File: src/rtl/adc_frame_packetizer_pkg.sv
// Shared encodings for the ADC frame packetizer: FSM state codes, sync bytes and
// header geometry, plus small state-classification helpers used by the FSM.
package adc_frame_packetizer_pkg;

    typedef logic [3:0] state_t;

    localparam state_t ST_IDLE   = 4'd0;
    localparam state_t ST_SYNC0  = 4'd1;
    localparam state_t ST_SYNC1  = 4'd2;
    localparam state_t ST_SEQ    = 4'd3;
    localparam state_t ST_LENH   = 4'd4;
    localparam state_t ST_LENL   = 4'd5;
    localparam state_t ST_RDREQ  = 4'd6;
    localparam state_t ST_RDWAIT = 4'd7;
    localparam state_t ST_PAYLD  = 4'd8;
    localparam state_t ST_PAD    = 4'd9;
    localparam state_t ST_CKSUM  = 4'd10;
    localparam state_t ST_DONE   = 4'd11;

    localparam logic [7:0] SYNC0_BYTE = 8'hA5;
    localparam logic [7:0] SYNC1_BYTE = 8'h5A;

    // Header states are encoded contiguously starting at ST_SYNC0.
    localparam int HDR_LEN = 5;

    function automatic logic is_header(input state_t st);
        return (st >= ST_SYNC0) && (st < 4'(ST_SYNC0 + HDR_LEN));
    endfunction

    function automatic logic emits_byte(input state_t st);
        return is_header(st) || (st == ST_PAYLD) || (st == ST_PAD) || (st == ST_CKSUM);
    endfunction

    function automatic logic in_checksum(input state_t st);
        return (st == ST_SEQ) || (st == ST_LENH) || (st == ST_LENL) ||
               (st == ST_PAYLD) || (st == ST_PAD);
    endfunction

endpackage

File: src/rtl/adc_frame_packetizer_checksum.sv
// Running 8-bit frame checksum; presents the two's complement of the sum so the
// covered bytes plus the checksum byte add to zero modulo 256.
module frame_checksum_acc
    import adc_frame_packetizer_pkg::*;
(
    input  logic       Clock,
    input  logic       clear_i,
    input  logic       add_i,
    input  logic [7:0] data_i,
    output logic [7:0] cksum_o
);

    logic [7:0] sum_q;
    logic [7:0] sum_d;

    always_comb begin
        sum_d = sum_q;
        if (clear_i) begin
            sum_d = 8'h00;
        end else if (add_i) begin
            sum_d = sum_q + data_i;
        end
    end

    // Pure datapath: every frame clears it before the first byte is added.
    always_ff @(posedge Clock) begin
        sum_q <= sum_d;
    end

    assign cksum_o = 8'h00 - sum_q;

endmodule

File: src/rtl/adc_frame_packetizer.sv
// Frames bytes read from the ADC sample FIFO as sync/seq/len/payload/checksum
// packets for the UART, padding the payload when the FIFO stalls too long.
module adc_frame_packetizer
    import adc_frame_packetizer_pkg::*;
#(
    parameter int         PAYLOAD_LEN     = 256,
    parameter int         FIFO_RD_LATENCY = 1,
    parameter int         STALL_TIMEOUT   = 100000,
    parameter logic [7:0] PAD_BYTE        = 8'h00
) (
    input  logic       Clock,
    input  logic       Reset,
    input  logic       enable_i,
    input  logic       fifo_not_empty_i,
    input  logic [7:0] fifo_data_i,
    input  logic       fifo_valid_i,
    output logic       fifo_rd_o,
    input  logic       tx_ready_i,
    output logic [7:0] tx_data_o,
    output logic       tx_wr_o,
    output logic       busy_o,
    output logic       frame_done_o,
    output logic       padded_o,
    output logic [7:0] seq_num_o
);

    localparam int          STALL_W    = $clog2(STALL_TIMEOUT + 1);
    localparam logic [STALL_W-1:0] STALL_LAST = STALL_W'(STALL_TIMEOUT - 1);
    localparam logic [15:0] PAY_LAST   = 16'(PAYLOAD_LEN - 1);
    localparam logic [7:0]  LEN_HI     = 8'(PAYLOAD_LEN >> 8);
    localparam logic [7:0]  LEN_LO     = 8'(PAYLOAD_LEN & 255);
    localparam logic [1:0]  RD_LAT     = 2'(FIFO_RD_LATENCY);

    state_t               state_q, state_d;
    logic [7:0]           seq_q, seq_d;
    logic                 padded_q, padded_d;
    logic [15:0]          pay_cnt_q, pay_cnt_d;
    logic [STALL_W-1:0]   stall_cnt_q, stall_cnt_d;
    logic [1:0]           rd_age_q, rd_age_d;
    logic                 wr_prev_q;
    logic [7:0]           byte_q, byte_d;

    logic       tx_fire;
    logic [7:0] tx_byte;
    logic [7:0] cksum;
    logic       ck_clear;
    logic       pay_last;

    // One-cycle guard after every write covers the UART's busy-flag latency.
    assign tx_fire  = emits_byte(state_q) && tx_ready_i && !wr_prev_q;
    assign pay_last = (pay_cnt_q == PAY_LAST);

    always_comb begin
        tx_byte = 8'h00;
        case (state_q)
            ST_SYNC0: tx_byte = SYNC0_BYTE;
            ST_SYNC1: tx_byte = SYNC1_BYTE;
            ST_SEQ:   tx_byte = seq_q;
            ST_LENH:  tx_byte = LEN_HI;
            ST_LENL:  tx_byte = LEN_LO;
            ST_PAYLD: tx_byte = byte_q;
            ST_PAD:   tx_byte = PAD_BYTE;
            ST_CKSUM: tx_byte = cksum;
            default:  tx_byte = 8'h00;
        endcase
    end

    frame_checksum_acc u_cksum (
        .Clock   (Clock),
        .clear_i (ck_clear),
        .add_i   (tx_fire && in_checksum(state_q)),
        .data_i  (tx_byte),
        .cksum_o (cksum)
    );

    always_comb begin
        state_d      = state_q;
        seq_d        = seq_q;
        padded_d     = padded_q;
        pay_cnt_d    = pay_cnt_q;
        stall_cnt_d  = stall_cnt_q;
        rd_age_d     = rd_age_q;
        byte_d       = byte_q;
        ck_clear     = 1'b0;
        fifo_rd_o    = 1'b0;
        frame_done_o = 1'b0;

        case (state_q)
            ST_IDLE: begin
                if (enable_i && fifo_not_empty_i) begin
                    state_d     = ST_SYNC0;
                    padded_d    = 1'b0;
                    ck_clear    = 1'b1;
                    pay_cnt_d   = 16'd0;
                    stall_cnt_d = '0;
                end
            end
            ST_SYNC0: if (tx_fire) state_d = ST_SYNC1;
            ST_SYNC1: if (tx_fire) state_d = ST_SEQ;
            ST_SEQ:   if (tx_fire) state_d = ST_LENH;
            ST_LENH:  if (tx_fire) state_d = ST_LENL;
            ST_LENL:  if (tx_fire) state_d = ST_RDREQ;
            ST_RDREQ: begin
                if (fifo_not_empty_i) begin
                    fifo_rd_o   = 1'b1;
                    stall_cnt_d = '0;
                    rd_age_d    = 2'd1;
                    state_d     = ST_RDWAIT;
                end else if (stall_cnt_q == STALL_LAST) begin
                    padded_d = 1'b1;
                    state_d  = ST_PAD;
                end else begin
                    stall_cnt_d = stall_cnt_q + STALL_W'(1);
                end
            end
            ST_RDWAIT: begin
                // A valid earlier than the FIFO's read latency cannot belong to our read.
                if (fifo_valid_i && (rd_age_q >= RD_LAT)) begin
                    byte_d  = fifo_data_i;
                    state_d = ST_PAYLD;
                end else if (rd_age_q != 2'd3) begin
                    rd_age_d = rd_age_q + 2'd1;
                end
            end
            ST_PAYLD: begin
                if (tx_fire) begin
                    pay_cnt_d = pay_cnt_q + 16'd1;
                    state_d   = pay_last ? ST_CKSUM : ST_RDREQ;
                end
            end
            ST_PAD: begin
                if (tx_fire) begin
                    pay_cnt_d = pay_cnt_q + 16'd1;
                    if (pay_last) state_d = ST_CKSUM;
                end
            end
            ST_CKSUM: if (tx_fire) state_d = ST_DONE;
            ST_DONE: begin
                frame_done_o = 1'b1;
                seq_d        = seq_q + 8'd1;
                state_d      = ST_IDLE;
            end
            default: state_d = ST_IDLE;
        endcase
    end

    always_ff @(posedge Clock) begin
        if (Reset) begin
            state_q     <= ST_IDLE;
            seq_q       <= 8'd0;
            padded_q    <= 1'b0;
            pay_cnt_q   <= 16'd0;
            stall_cnt_q <= '0;
            rd_age_q    <= 2'd0;
            wr_prev_q   <= 1'b0;
        end else begin
            state_q     <= state_d;
            seq_q       <= seq_d;
            padded_q    <= padded_d;
            pay_cnt_q   <= pay_cnt_d;
            stall_cnt_q <= stall_cnt_d;
            rd_age_q    <= rd_age_d;
            wr_prev_q   <= tx_fire;
        end
    end

    always_ff @(posedge Clock) begin
        byte_q <= byte_d;
    end

    assign tx_wr_o   = tx_fire;
    assign tx_data_o = tx_fire ? tx_byte : 8'h00;
    assign busy_o    = (state_q != ST_IDLE);
    assign padded_o  = padded_q;
    assign seq_num_o = seq_q;

endmodule

File: config.mk
export PLATFORM = sky130hd
export DESIGN_NAME = adc_frame_packetizer
export DESIGN_NICKNAME = d
export VERILOG_FILES = /design/src/rtl/adc_frame_packetizer_pkg.sv /design/src/rtl/adc_frame_packetizer_checksum.sv /design/src/rtl/adc_frame_packetizer.sv
export SDC_FILE = /design/constraint.sdc
export NUM_CORES = 1
export LEC_CHECK = 0
export ABC_AREA = 1
export CAP_MARGIN = 20
export CORE_UTILIZATION = 59
export CTS_CLUSTER_SIZE = 24
export DETAILED_ROUTE_END_ITERATION = 8
export PLACE_DENSITY = 0.81
export SLEW_MARGIN = 10
export SYNTH_ARGS = -nofsm -noshare
export SYNTH_HDL_FRONTEND = slang
export SYNTH_SLANG_ARGS = --single-unit
File: constraint.sdc
create_clock -name Clock -period 3 [get_ports Clock]
set_input_delay 0.45 -clock Clock [delete_from_list [all_inputs] [get_ports Clock]]
set_output_delay 0.45 -clock Clock [all_outputs]
set_load 0.1 [all_outputs]
=== Word-level counts from Yosys, hierarchy flattened ===
Index checks and enable logic that the tools add are counted.

* Memories: 0
* Register bits after elaboration: 65
* Bits in latches: 0
* RAM bits: 0
* Output and inout bits: 21
* ROM bits: 0

* Add/subtract/negate cells: 6
* Reduce and logical (&&, ||, !) cells: 26
* Div/mod/pow operators: 0
* Muxes and demuxes: 37
* Eq/ne operators: 33
* $lt $le $gt $ge: 3
* Shift operators: 0
* Bitwise logic cells: 0
* $mul: 0

{| class="wikitable"
|+ Operator list
! kind !! number
|-
| two-way mux 4 bit || 14
|-
| two-way mux 17 bit || 3
|-
| case mux 8 bit (6 select lines) || 1
|-
| case mux 4 bit (11 select lines) || 1
|-
| != test 2 bit, second input constant || 17
|-
| case mux 17 bit (2 select lines) || 1
|-
| two-way mux 16 bit || 2
|-
| case mux 16 bit (2 select lines) || 1
|-
| adder 17 x 1 -> 17 bit, second input constant || 1
|-
| == test 17 bit, second input constant || 1
|-
| adder 16 x 1 -> 16 bit, second input constant || 1
|-
| == test 16 x 8 -> 1 bit, second input constant || 1
|-
| == test 4 x 3 -> 1 bit, second input constant || 4
|-
| == test 4 bit, second input constant || 4
|-
| AND reduction 12 bit || 1
|-
| adder 8 x 1 -> 8 bit, second input constant || 1
|-
| adder 8 bit || 1
|-
| == test 4 x 2 -> 1 bit, second input constant || 2
|-
| two-way mux 1 bit || 8
|-
| two-way mux 8 bit || 1
|-
| AND reduction 4 bit || 2
|-
| subtractor 1 x 8 -> 8 bit, first input constant || 1
|-
| logical OR 1 bit || 7
|-
| logical AND 1 bit || 6
|-
| 17 further kinds || 23
|}

=== Depth between registers and ports, before layout ===
Gate-level depths: netlist of run 1.

* Depth in word-level cells: 9
* Gate-level depth with buffers: 19
* Depth with buffers taken out: 19

=== Hierarchy ===
Synthesis of run 1 repeated with hierarchy kept, for this count alone.

* Cell total of the unflattened synthesis: 647
* Area total of the unflattened synthesis: 4189.0 um^2

{| class="wikitable"
|+ By module, submodules not included
! module !! sequential area each (um^2) !! area each (um^2) !! times used !! cells each
|-
| adc_frame_packetizer || 1221.2 || 3429.5 || 1 || 531
|-
| frame_checksum_acc || 160.2 || 759.5 || 1 || 116
|}

=== Worst setup path after synthesis of run 1 ===
OpenSTA, ideal clock, no wires.

* Path kind: flip-flop to output port
* Start: register state_q[3]
* End: output tx_data_o[0]
* Setup slack: -0.556 ns
* Cell stages (with the launch flop): 7
* Data arrival time: 3.106 ns
* Data required time: 2.550 ns
* Path through: dfxtp_1 -> nor2_4 -> nand2_4 -> nand3_4 -> nor2_8 -> inv_2 -> a31oi_1

* Longest elaborated chain between the ends: 8

{| class="wikitable"
|+ RTL lines
! item !! line !! source
|-
| from (decl) || adc_frame_packetizer.sv:34 || <nowiki>state_t state_q, state_d;</nowiki>
|-
| from (signal assigned) || adc_frame_packetizer.sv:157 || <nowiki>state_q <= state_d;</nowiki>
|-
| greater-or-equal comparator 4 x 1 -> 1 bit or < comparator 4 x 3 -> 1 bit (tied branches) || adc_frame_packetizer_pkg.sv:27 || <nowiki>return (st >= ST_SYNC0) && (st < 4'(ST_SYNC0 + HDR_LEN));</nowiki>
|-
| logical AND 1 bit || adc_frame_packetizer_pkg.sv:27 ||
|-
| logical OR 1 bit (2 in series) || adc_frame_packetizer_pkg.sv:31 || <nowiki>return is_header(st) || (st == ST_PAYLD) || (st == ST_PAD) || (st == ST_CKSUM);</nowiki>
|-
| logical OR 1 bit * || adc_frame_packetizer_pkg.sv:31 ||
|-
| logical AND 1 bit * (2 in series) || adc_frame_packetizer.sv:50 || <nowiki>assign tx_fire = emits_byte(state_q) && tx_ready_i && !wr_prev_q;</nowiki>
|-
| named net tx_wr_o || adc_frame_packetizer.sv:20 || <nowiki>output logic tx_wr_o,</nowiki>
|-
| two-way mux 8 bit * || adc_frame_packetizer.sv:172 || <nowiki>assign tx_data_o = tx_fire ? tx_byte : 8'h00;</nowiki>
|-
| to (decl) || adc_frame_packetizer.sv:19 || <nowiki>output logic [7:0] tx_data_o,</nowiki>
|}

The timed path passes the listed nets; every way through them passes the cells marked *.

=== Final worst setup path of run 1 ===
* Start: register state_q[2]
* End: register u_cksum.sum_q[6]

* Longest elaborated chain between the ends: 8

{| class="wikitable"
|+ RTL lines
! item !! line !! source
|-
| branches (longest 8 deep; another with adder 8 bit) || n/a ||
|-
| to (signal assigned) || adc_frame_packetizer_checksum.sv:27 || <nowiki>sum_q <= sum_d;</nowiki>
|-
| to (decl) || adc_frame_packetizer_checksum.sv:13 || <nowiki>logic [7:0] sum_q;</nowiki>
|}

Parallel ways; which one is timed is not known.
A chain may end at the register's enable or synchronous reset.

==> results of run 1 <==
[critical path, stage by stage (launching register included)]
cell	delay [ps]
dfxtp_1	370
inv_2	170
nand2_1	90
nor2_1	360
nand2_1	180
nand3_1	130
ha_1	170
inv_1	60
fa_1	410
inv_1	70
nand3_1	60
nand2_1	120
nand2_1	60
nand2_1	50
a21oi_1	70
xor2_1	140
a21oi_1	130
[through the flow]
stage	worst slack, ps	cells	util [%]	setup TNS (ps)
after floorplan	-495	645	-	-2270
after global placement	365	774	69.9	0
after detailed placement	227	774	69.9	0
after CTS	196	790	72.7	0
after global routing	23.2	794	73.6	0
final	285	794	73.6	0
[power breakdown]
part,internal [mW],total (mW),switching (mW)
clock network,0.384,0.748,0.364
registers,0.966,1.08,0.111
logic,0.622,1.96,1.34
[per-layer routing]
metal | part of all wire, % | global-route usage [%] | up-vias
li1 | - | - | 2222
met1 | 47 | 40.3 | 1994
met2 | 46 | 48.5 | 133
met3 | 5.9 | 5.02 | 13
met4 | 0.92 | 7.15 | 0
met5 | 0 | 0 | -
[kinds of logic (layout without fill, tap and decap cells)]
| logic type | after synthesis | count (layout) | share of synthesized area [%] |
|---|---|---|---|
| AO/OA/AOI/OAI | 98 | 98 | 12.9 |
| XOR/XNOR | 12 | 12 | 2.45 |
| adder cells (fa/ha/maj) | 14 | 14 | 4.27 |
| buffers and inverters | 98 | 151 | 9.55 |
| flip-flops | 65 | 65 | 32.3 |
| AND/OR/NAND/NOR | 358 | 358 | 38.6 |
[flip-flops by register name (all words and copies together), names as in the netlist]
name and cells:
seq_num_o 8, state_q 4, wr_prev_q 1, rd_age_q 2, u_cksum.sum_q 8, stall_cnt_q 17, pay_cnt_q 16, byte_q 8
padded_o 1
[layout make-up]
type | instances | area (sq um) | area share, %
clock buffers | 9 | 124 | 2.44
clock inverters | 7 | 70.1 | 1.38
inverters | 88 | 350 | 6.89
multi-input cells | 482 | 2530 | 49.7
flip-flops and latches | 65 | 1380 | 27.2
well taps | 96 | 120 | 2.36
repair buffers | 46 | 503 | 9.89
repair inverters | 1 | 7.51 | 0.148
[what timing repair did]
action                     4_1_cts  5_1_grt
resized for setup                0        9
setup endpoints to repair        0        3
buffers inserted                 0        3
[path summary, 6_finish.rpt]
kind,slack (ps),to,depth (start not counted)
hold / removal,480,stall_cnt_q[14],2
hold reg to reg,480,stall_cnt_q[14],2
setup / recovery,290,u_cksum.sum_q[6],16
setup reg to reg,290,u_cksum.sum_q[6],16
[synthesized netlist by cell type, drive strengths merged]
library cell  count  share of area [%]
nand3            48                6.0
and2              1               0.15
o21bai            1               0.18
nand4            24                3.5
buf               5               0.99
nor2             86                8.7
edfxtp            8                5.6
nand2           160                 15
a21oi            60                7.3
dfxtp            57                 27
nor3b             3               0.53
fa                1               0.47
a31oi             2               0.29
nand3b            1               0.18
bufinv            1               0.41
xor2             11                2.2
o2111ai           2               0.41
or2               7                1.0
nor3             26                3.2
a221oi            3               0.61
o211ai            2               0.35
inv              84                7.4
o21ai            26                3.4
clkinv            3               0.26
ha               13                3.8
xnor2             1               0.20
a211oi            2               0.35
and3              2               0.29
clkbuf            5               0.47
==> impl_summary.txt, run 1 <==
----------------------------------------------------
[Route]
  Vias after detailed routing ... roughly 4400
  Overall routed net length ... approximately 11000 microns
  Routed wire per std cell ... 14.0 microns
  First DRT Iteration DRCs ... ~260
  Total DRC errors in the routed layout ... 1
  First-pass iteration count of the detailed router ... 7
  Average vias per placed instance ... 5.49
  Post-DRT Antenna Nets ... 0

[STA]
  Worst-Margin Slew ... approximately 770 ps
  Final-report hold violation count ... 0
  Worst max-slew margin expressed relative to the limit ... roughly half
  Tcrit/Tclk final ... 90.5%
  Setup repair after global routing missed its margin ... false
  Clock Skews ... between 10 and 15 ps
  Hold slack final ... 483 ps
  Highest attainable clock frequency ... about 370 MHz
  Final number of max-transition violations ... 0
  Final setup violation count ... 0
  Final critical-path required period ... 2710 ps

[Die]
  Floorplan die height ... 87.2 microns
  Std-Cell Core Area ... just under 7000 sq um
  Number of rows created at floorplan ... 30
  Starting density of the core ... 62.0%
  Width of the die ... 87.2 microns
  Die Area ... 7600 sq um
  Boundary Pins ... 35

[Final layout]
  Area growth from synthesis to final layout ... 18.7%
  Post-route cell area ... roughly 5100 sq um
  Count of fill cells added during filler insertion ... 599
  Commonest non-fill, non-tap cell in the layout ... nand2_1
  Inserted Diodes ... 0
  Net count reported at finish ... 721
  Share of layout cells above drive strength 1 ... a little over an eighth
  Commonest non-fill, non-tap cells in the layout ... nand2_1, nor2_1, inv_1

[Critical path]
  Data required time of the worst path ... between 3000 and 4000 ps
  Crit Path Category ... register to register
  Type of element capturing the critical path ... register
  Worst endpoint data arrival time ... roughly 3000 ps
  Largest fanout of any net on the critical path ... 7
  Kind of start point of the critical path ... register
  Worst reg2reg startpoint ... state_q[2]
  Setup crit start ... state_q[2]

[Power and ir drop]
  Leakage component of the power ... approximately 2.1 nW
  Pwr Density ... around 740 nW/um^2
  Worst VDD drop ... between 0.4 and 0.5 mV
  Power after layout ... about 3.8 mW

[Synth]
  Cell count after synthesis ... between 600 and 700
  Count of unique library cells instantiated by Yosys ... 48
  Register bit total from synthesis ... between 60 and 70
  Number of nets produced by synthesis ... 673
  Sequential-to-total area share from yosys stat ... roughly 32%
  Post-synthesis cell area ... roughly 4300 sq um
  Total of warnings raised by yosys ... 0
  Synthesized area divided by synthesized cell count ... 6.64 sq um

[Global routing]
  Congestion Overflow GR ... 0
  Global Route Usage Sum ... approximately 29%
  Pin count of the biggest net entering global routing ... 31
  Global-route wire length before repair ... 17500 microns
  Via count of the first global-routing pass ... roughly 3900
  Initial antenna violation count ... 0

[Hold path]
  Beginning of the worst hold path ... stall_cnt_q[14]
  Min-delay worst type ... register to register

[Clock tree]
  Clock tree root buffer cell ... clkbuf_8
  Clock slew at reported path FFs ... about 80 ps
  Clock buffer depth ... 2
  CTS Hold Buffers Added ... 0
  Count of H-tree levels built during CTS ... 3
  Clock latency on the worst-skew pair ... 350 ps
  Num CTS Buffers ... 9
  CTS Sinks ... between 60 and 70
  CTS tree ... yes

[Status]
  Run status ... complete, but fails checks
  Violated checks ... DRC

[Placed design]
  Post-Place Cell Area ... approximately 4800 sq um
  Count of buffers inserted at the top-level ports ... 34
  HPWL after detailed placement ... 8330 microns
  Final estimated routing congestion in global placement ... just over 0.9

[Flow run]
  Max cap viols ... 0

----------------------------------------------------
(Power assumes the default switching activity.)
==> run 2: changes to the inputs <==
--- a/config.mk
+++ b/config.mk
@@ -5,12 +5,11 @@
 export SDC_FILE = /design/constraint.sdc
 export NUM_CORES = 1
 export LEC_CHECK = 0
-export ABC_AREA = 1
 export CAP_MARGIN = 20
-export CORE_UTILIZATION = 59
+export CORE_UTILIZATION = 58
 export CTS_CLUSTER_SIZE = 24
 export DETAILED_ROUTE_END_ITERATION = 8
-export PLACE_DENSITY = 0.81
+export PLACE_DENSITY = 0.8
 export SLEW_MARGIN = 10
 export SYNTH_ARGS = -nofsm -noshare
 export SYNTH_HDL_FRONTEND = slang
==> run 2 against run 1 <==
  * The flow now finishes without violations
  * Critical endpoint is now tx_data_o[0]
  * Hold slack improved by 8.1 ps
  * Area after synthesis fell by 12%
  * Final cell count fell by 29%
  * Total power fell by 31%
  * Non-clock buffer count fell by 2
  * Largest cell class unchanged
  * Critical path depth fell by 9
==> impl_summary.txt, run 2 <==
----------------------------------------------------
[Status]
  Run status ... complete, no violations

[Global routing]
  Global-route wire length before repair ... 13800 microns (-21%)
  Pin count of the biggest net entering global routing ... 22 (-29%)
  Congestion Overflow GR ... 0 (unchanged)
  Via count of the first global-routing pass ... 3054 (-21%)
  Initial antenna violation count ... 0 (unchanged)
  Global Route Usage Sum ... 27.0% (-2.4 points)

[Power and ir drop]
  Pwr Density ... 585 nW/um^2 (-21%)
  Worst VDD drop ... 0.528 mV (+13%)
  Power after layout ... 2.61 mW (-31%)
  Leakage component of the power ... 1.60 nW (-23%)

[Critical path]
  Kind of start point of the critical path ... register
  Worst endpoint data arrival time ... 2360 ps (-630 ps)
  Crit Path Category ... register to output port
  Largest fanout of any net on the critical path ... 13 (+6)
  Register-to-register setup slack ... 230 ps (-60 ps)
  Worst reg2reg startpoint ... u_cksum.sum_q[1]
  Type of element capturing the critical path ... output port
  Data required time of the worst path ... 2550 ps (-720 ps)
  Worst reg2reg endpoint ... u_cksum.sum_q[7]
  FF-to-FF path depth ... 13 (-3)

[Route]
  Average vias per placed instance ... 5.92 (+7.8%)
  Vias after detailed routing ... 3316 (-24%)
  Post-DRT Antenna Nets ... 0 (unchanged)
  First-pass iteration count of the detailed router ... 5 (-2)
  Total DRC errors in the routed layout ... 0 (-1)
  First DRT Iteration DRCs ... 242 (-7.3%)
  Routed wire per std cell ... 15.0 microns (+7.5%)
  Overall routed net length ... 8400 microns (-24%)

[Synth]
  Top-area cell type share of the netlist area ... 30.3% (+3.6 points)
  Sequential-to-total area share from yosys stat ... 36.7% (+4.4 points)
  Number of nets produced by synthesis ... 472 (-30%)
  Commonest cells in the synthesized netlist ... nor2_1, dfxtp_1, nand2_1, a21oi_1, xor2_1
  Most instantiated library cell after synthesis ... nor2_1
  Count of unique library cells instantiated by Yosys ... 63 (+31%)
  Most instantiated flip-flop cell in the synthesis netlist ... dfxtp_1
  Cell count after synthesis ... 444 (-31%)
  Cell types occupying the most area after synthesis ... dfxtp_1, edfxtp_1, nor2_1
  Post-synthesis cell area ... 3770 sq um (-12%)
  Register bit total from synthesis ... 65 (unchanged)
  Synthesized area divided by synthesized cell count ... 8.49 sq um (+28%)
  Number of enable-type register cells in the synthesized netlist ... 8 (unchanged)
  Total of warnings raised by yosys ... 0 (unchanged)
  Async SR Flop Fraction ... 0% (unchanged)
  Library cell with the largest summed area after synthesis ... dfxtp_1

[Final layout]
  Filler-free cell count of the finished design ... 560 (-29%)
  Post-route cell area ... 4470 sq um (-12%)
  Area growth from synthesis to final layout ... 18.7% (about the same)
  Commonest non-fill, non-tap cells in the layout ... nor2_1, dfxtp_1, nand2_1
  Share of layout cells above drive strength 1 ... 16.1% (+2.6 points)
  Commonest non-fill, non-tap cell in the layout ... nor2_1
  Net count reported at finish ... 508 (-30%)
  Largest registers ... stall_cnt_q: 17 flops, pay_cnt_q: 16 flops
  Most flops, register ... stall_cnt_q
  Inserted Diodes ... 0 (unchanged)
  Final core utilization ... 73.3% (-0.29 points)
  Count of fill cells added during filler insertion ... 452 (-25%)
  Max reg flops ... 17 (unchanged)

[Placed design]
  Post-Place Cell Area ... 4270 sq um (-12%)
  Number of cells after detailed placement ... 544 (-30%)
  HPWL after detailed placement ... 6040 microns (-28%)
  Count of buffers inserted at the top-level ports ... 34 (unchanged)
  Place WS ... 201 ps (-26.3 ps)
  Final estimated routing congestion in global placement ... 1.02 (+10%)

[STA]
  Hold slack final ... 492 ps (+8.09 ps)
  Worst max-slew margin expressed relative to the limit ... 43.3% (-5.0 points)
  Clock Skews ... 7.60 ps (-4.15 ps)
  Highest attainable clock frequency ... 356 MHz (-3.3%)
  Final setup violation count ... 0 (unchanged)
  Tcrit/Tclk final ... 93.6% (+3.1 points)
  Worst-Margin Slew ... 847 ps (+74.1 ps)
  Final-report hold violation count ... 0 (unchanged)
  Total Negative Setup Slacks ... 0 ps (unchanged)
  Setup repair after global routing missed its margin ... false
  Final critical-path required period ... 2810 ps (+92.9 ps)
  Final number of max-transition violations ... 0 (unchanged)
  Post-route setup slack ... 192 ps (-92.9 ps)

[Die]
  Die Area ... 6820 sq um (-10%)
  Std-Cell Core Area ... 6100 sq um (-12%)
  Number of rows created at floorplan ... 28 (-6.7%)
  Starting density of the core ... 61.8% (-0.21 points)
  Boundary Pins ... 35 (unchanged)
  Width of the die ... 82.6 microns (-5.3%)
  Floorplan die height ... 82.6 microns (-5.3%)

[Hold path]
  End point of the most critical hold path ... u_cksum.sum_q[5]
  Cell depth of the worst hold path ... 2 (unchanged)
  Min-delay worst type ... register to register
  Beginning of the worst hold path ... u_cksum.sum_q[5]

[Clock tree]
  Clock tree root buffer cell ... clkbuf_8
  Setup fix buffers added after clock tree synthesis ... 0 (unchanged)
  Num CTS Buffers ... 9 (unchanged)
  Count of H-tree levels built during CTS ... 3 (unchanged)
  CTS tree ... yes
  CTS Sinks ... 65 (unchanged)
  Clock buffer depth ... 2 (unchanged)
  Clock slew at reported path FFs ... 70 ps (about the same)
  Clock latency on the worst-skew pair ... 350 ps (about the same)

[Flow run]
  Max cap viols ... 0 (unchanged)

----------------------------------------------------
## run 2: cell types whose count changed after synthesis, moves of 12 or more
| cell | change |
|---|---|
| nor3_1 | -16 |
| nand2b_1 | +12 |
| nor2_1 | -16 |
| a21oi_1 | -33 |
| nand2_1 | -118 |
| xnor2_1 | +18 |
| inv_1 | -59 |
| nand3_1 | -30 |
| o21ai_0 | -12 |
| nand4_1 | -16 |
## run 2: worst max-delay path by stage
stage / cells past startpoint / endpoint / startpoint / slack [ps]
finish: 7 / tx_data_o[0] / state_q[0] / 190
global route: 13 / u_cksum.sum_q[7] / u_cksum.sum_q[1] / 10
CTS: 7 / tx_data_o[0] / state_q[0] / 120
detailed placement: 10 / u_cksum.sum_q[6] / state_q[3] / 200
global placement: 10 / u_cksum.sum_q[7] / state_q[0] / 340
floorplan: 13 / u_cksum.sum_q[6] / seq_num_o[0] / 80
## run 2: where the power goes
group	internal, mW	switching (mW)	total, mW
Sequential	0.906	0.0503	0.956
Clock	0.326	0.353	0.680
Combinational	0.355	0.623	0.978
## run 2: cell type report
class / count / area (sq um) / area share [%]
Inverter: 18 / 67.6 / 1.51
Clock buffer: 11 / 141 / 3.16
Multi-Input combinational cell: 342 / 2260 / 50.5
Sequential cell: 65 / 1380 / 31.0
Tap cell: 75 / 93.8 / 2.10
Timing Repair Buffer: 44 / 488 / 10.9
Clock inverter: 5 / 40.0 / 0.896
## run 2: worst max-delay path, stage by stage (launching register included)
cell and delay [ps]:
dfxtp_1 460, buf_4 270, nor4_2 360, inv_2 110, o2111a_1 210, buf_4 200, and2_2 230, buf_12 170
## run 2: routing by layer
layer,part of all wire [%],up-vias,track usage (%)
met2,45,98,43.4
met4,1.4,0,9.66
met1,47,1568,33.9
li1,-,1638,-
met3,6.2,12,8.68
met5,0,-,0
## run 2: timing repair
action	CTS	global route
endpoints found under the setup margin	0	9
gates resized for setup	0	6
hold buffers	0	0
## run 2: kinds of logic after synthesis
family | after synthesis | synth area share (%)
XOR/XNOR | 41 | 9.53
AO/OA/AOI/OAI | 79 | 14.5
flip-flops | 65 | 36.7
buffers and inverters | 37 | 4.25
multiplexers | 5 | 1.33
adder cells (fa/ha/maj) | 14 | 4.85
AND/OR/NAND/NOR | 203 | 28.9
==> run 3: changes to the inputs <==
--- a/config.mk
+++ b/config.mk
@@ -9,7 +9,7 @@
 export CORE_UTILIZATION = 58
 export CTS_CLUSTER_SIZE = 24
 export DETAILED_ROUTE_END_ITERATION = 8
-export PLACE_DENSITY = 0.8
+export PLACE_DENSITY_LB_ADDON = 0.05
 export SLEW_MARGIN = 10
 export SYNTH_ARGS = -nofsm -noshare
 export SYNTH_HDL_FRONTEND = slang
==> run 3 against run 2 <==
  * Sequential power barely moved
  * Die area did not move
  * Non-clock buffer count up 5
  * Via count hardly changed
  * Combinational power about the same
  * Fmax rose by 3.4%
  * Final cell count up 0.89%
  * First-iteration DRC count decreased by 17%
  * Utilization grew 0.99 points
  * Global-route usage fell by 0.19 points
  * Clock skew shrank 1.5 ps
  * Largest cell class unchanged
==> impl_summary.txt, run 3 (same netlist as run 2, synthesis figures left out) <==
----------------------------------------------------
[Status]
  Run status ... complete, no violations

[Critical path]
  Data required time of the worst path ... 2550 ps (about the same)
  Register-to-register setup slack ... 300 ps (+70 ps)
  Crit Path Category ... register to output port
  Worst endpoint data arrival time ... 2270 ps (-90 ps)
  Largest fanout of any net on the critical path ... 14 (+1)
  Type of element capturing the critical path ... output port
  FF-to-FF path depth ... 10 (-3)
  Kind of start point of the critical path ... register
  Worst reg2reg startpoint ... state_q[1]
  Worst reg2reg endpoint ... u_cksum.sum_q[6]

[Global routing]
  Pin count of the biggest net entering global routing ... 18 (-18%)
  Global-route wire length before repair ... 13700 microns (-0.55%)
  Initial antenna violation count ... 0 (unchanged)
  Via count of the first global-routing pass ... 2961 (-3.0%)
  Congestion Overflow GR ... 0 (unchanged)
  Global Route Usage Sum ... 26.8% (-0.19 points)

[Clock tree]
  Clock slew at reported path FFs ... 70 ps (about the same)
  Clock latency on the worst-skew pair ... 340 ps (about the same)
  Clock buffer depth ... 2 (unchanged)
  Clock tree root buffer cell ... clkbuf_8
  CTS Sinks ... 65 (unchanged)
  CTS tree ... yes
  Count of H-tree levels built during CTS ... 3 (unchanged)
  Num CTS Buffers ... 9 (unchanged)
  CTS Hold Buffers Added ... 0 (unchanged)
  Setup fix buffers added after clock tree synthesis ... 0 (unchanged)

[STA]
  Worst-Margin Slew ... 709 ps (-138 ps)
  Final number of max-transition violations ... 0 (unchanged)
  Hold slack final ... 488 ps (-3.27 ps)
  Highest attainable clock frequency ... 368 MHz (+3.4%)
  Setup repair after global routing missed its margin ... false
  Final critical-path required period ... 2720 ps (-91.9 ps)
  Clock Skews ... 6.06 ps (-1.54 ps)
  Final-report hold violation count ... 0 (unchanged)
  Tcrit/Tclk final ... 90.5% (-3.1 points)
  Worst max-slew margin expressed relative to the limit ... 52.6% (+9.2 points)
  Final setup violation count ... 0 (unchanged)
  Total Negative Setup Slacks ... 0 ps (unchanged)

[Route]
  Vias after detailed routing ... 3317 (+0.030%)
  Post-DRT Antenna Nets ... 0 (unchanged)
  Total DRC errors in the routed layout ... 0 (unchanged)
  Average vias per placed instance ... 5.87 (-0.86%)
  First-pass iteration count of the detailed router ... 5 (unchanged)
  Overall routed net length ... 8370 microns (-0.33%)
  First DRT Iteration DRCs ... 200 (-17%)
  Routed wire per std cell ... 14.8 microns (-1.2%)

[Final layout]
  Inserted Diodes ... 0 (unchanged)
  Share of layout cells above drive strength 1 ... 16.5% (+0.45 points)
  Post-route cell area ... 4530 sq um (+1.3%)
  Largest registers ... stall_cnt_q: 17 flops, pay_cnt_q: 16 flops
  Net count reported at finish ... 513 (+0.98%)
  Area growth from synthesis to final layout ... 20.3%
  Max reg flops ... 17 (unchanged)
  Commonest non-fill, non-tap cell in the layout ... nor2_1
  Most flops, register ... stall_cnt_q
  Filler-free cell count of the finished design ... 565 (+0.89%)
  Commonest non-fill, non-tap cells in the layout ... nor2_1, dfxtp_1, nand2_1

[Die]
  Number of rows created at floorplan ... 28 (unchanged)
  Starting density of the core ... 61.8% (unchanged)
  Die Area ... 6820 sq um (unchanged)
  Floorplan die height ... 82.6 microns (unchanged)
  Std-Cell Core Area ... 6100 sq um (unchanged)
  Width of the die ... 82.6 microns (unchanged)
  Boundary Pins ... 35 (unchanged)

[Hold path]
  Beginning of the worst hold path ... stall_cnt_q[16]
  Cell depth of the worst hold path ... 2 (unchanged)
  End point of the most critical hold path ... stall_cnt_q[16]
  Min-delay worst type ... register to register

[Power and ir drop]
  Leakage component of the power ... 1.64 nW (+2.7%)
  Power after layout ... 2.75 mW (+5.1%)
  Pwr Density ... 606 nW/um^2 (+3.7%)
  Worst VDD drop ... 0.760 mV (+44%)

[Placed design]
  Post-Place Cell Area ... 4300 sq um (+0.88%)
  Number of cells after detailed placement ... 549 (+0.92%)
  Count of buffers inserted at the top-level ports ... 34 (unchanged)
  Final estimated routing congestion in global placement ... 0.868 (-15%)
  HPWL after detailed placement ... 6240 microns (+3.3%)

[Flow run]
  Max cap viols ... 0 (unchanged)

----------------------------------------------------
[run 3: changes by cell type in the layout (fill, tap and decap cells not counted), sizes merged]
cell / change
buf: +5
bufinv: +2
clkinvlp: -2
clkbuf: -1
clkinv: +1
[run 3: where the power goes]
group          switching (mW)  leakage, nW  internal [mW]  total, mW
logic                   0.615         1.01          0.364      0.979
clock network           0.345        0.102          0.463      0.808
registers              0.0519        0.533          0.908      0.959
[run 3: layer usage]
metal | vias up | wire, microns | GRT usage [%]
li1 | 1645 | - | -
met1 | 1585 | 3830 | 34.2
met2 | 82 | 4000 | 44.9
met3 | 5 | 461 | 6.15
met4 | 0 | 78 | 8.62
met5 | - | 0 | 0
[run 3: worst max path at each step]
stage	from	to	slack [ps]	cells after the start
after detailed placement	state_q[1]	u_cksum.sum_q[7]	180	10
after floorplan	seq_num_o[0]	u_cksum.sum_q[6]	80	13
after global routing	state_q[3]	u_cksum.sum_q[6]	30	12
after global placement	state_q[0]	u_cksum.sum_q[7]	330	10
after CTS	state_q[1]	u_cksum.sum_q[7]	140	10
final	state_q[2]	tx_data_o[0]	280	8
[run 3: layout make-up]
| class | count | area, sq um |
|---|---|---|
| Inverter | 18 | 67.6 |
| Fill cell | 463 | 1570 |
| Clock buffer | 10 | 128 |
| Tap cell | 75 | 93.8 |
| Sequential cell | 65 | 1390 |
| Timing Repair Buffer | 49 | 526 |
| Clock inverter | 6 | 81.3 |
| Multi-Input combinational cell | 342 | 2250 |
[run 3: metrics by stage]
step           util, %  worst slack [ps]
2_1_floorplan        -              82.1
3_3_place_gp      70.6               333
3_5_place_dp      70.6               178
4_1_cts           74.0               142
5_1_grt           74.3              30.4
6_report          74.3               284
[run 3: worst max-delay path, stage by stage (launching register included)]
cell	delay, ps
dfxtp_1	320
buf_4	170
buf_4	190
nor4_1	330
inv_2	100
o2111a_1	230
buf_4	190
and2_2	210
buf_12	170
[run 3: timing repair]
item                                    in CTS  in global routing
endpoints found under the setup margin       0                  2
hold endpoints to repair                     0                  0
gates resized for setup                      0                  6
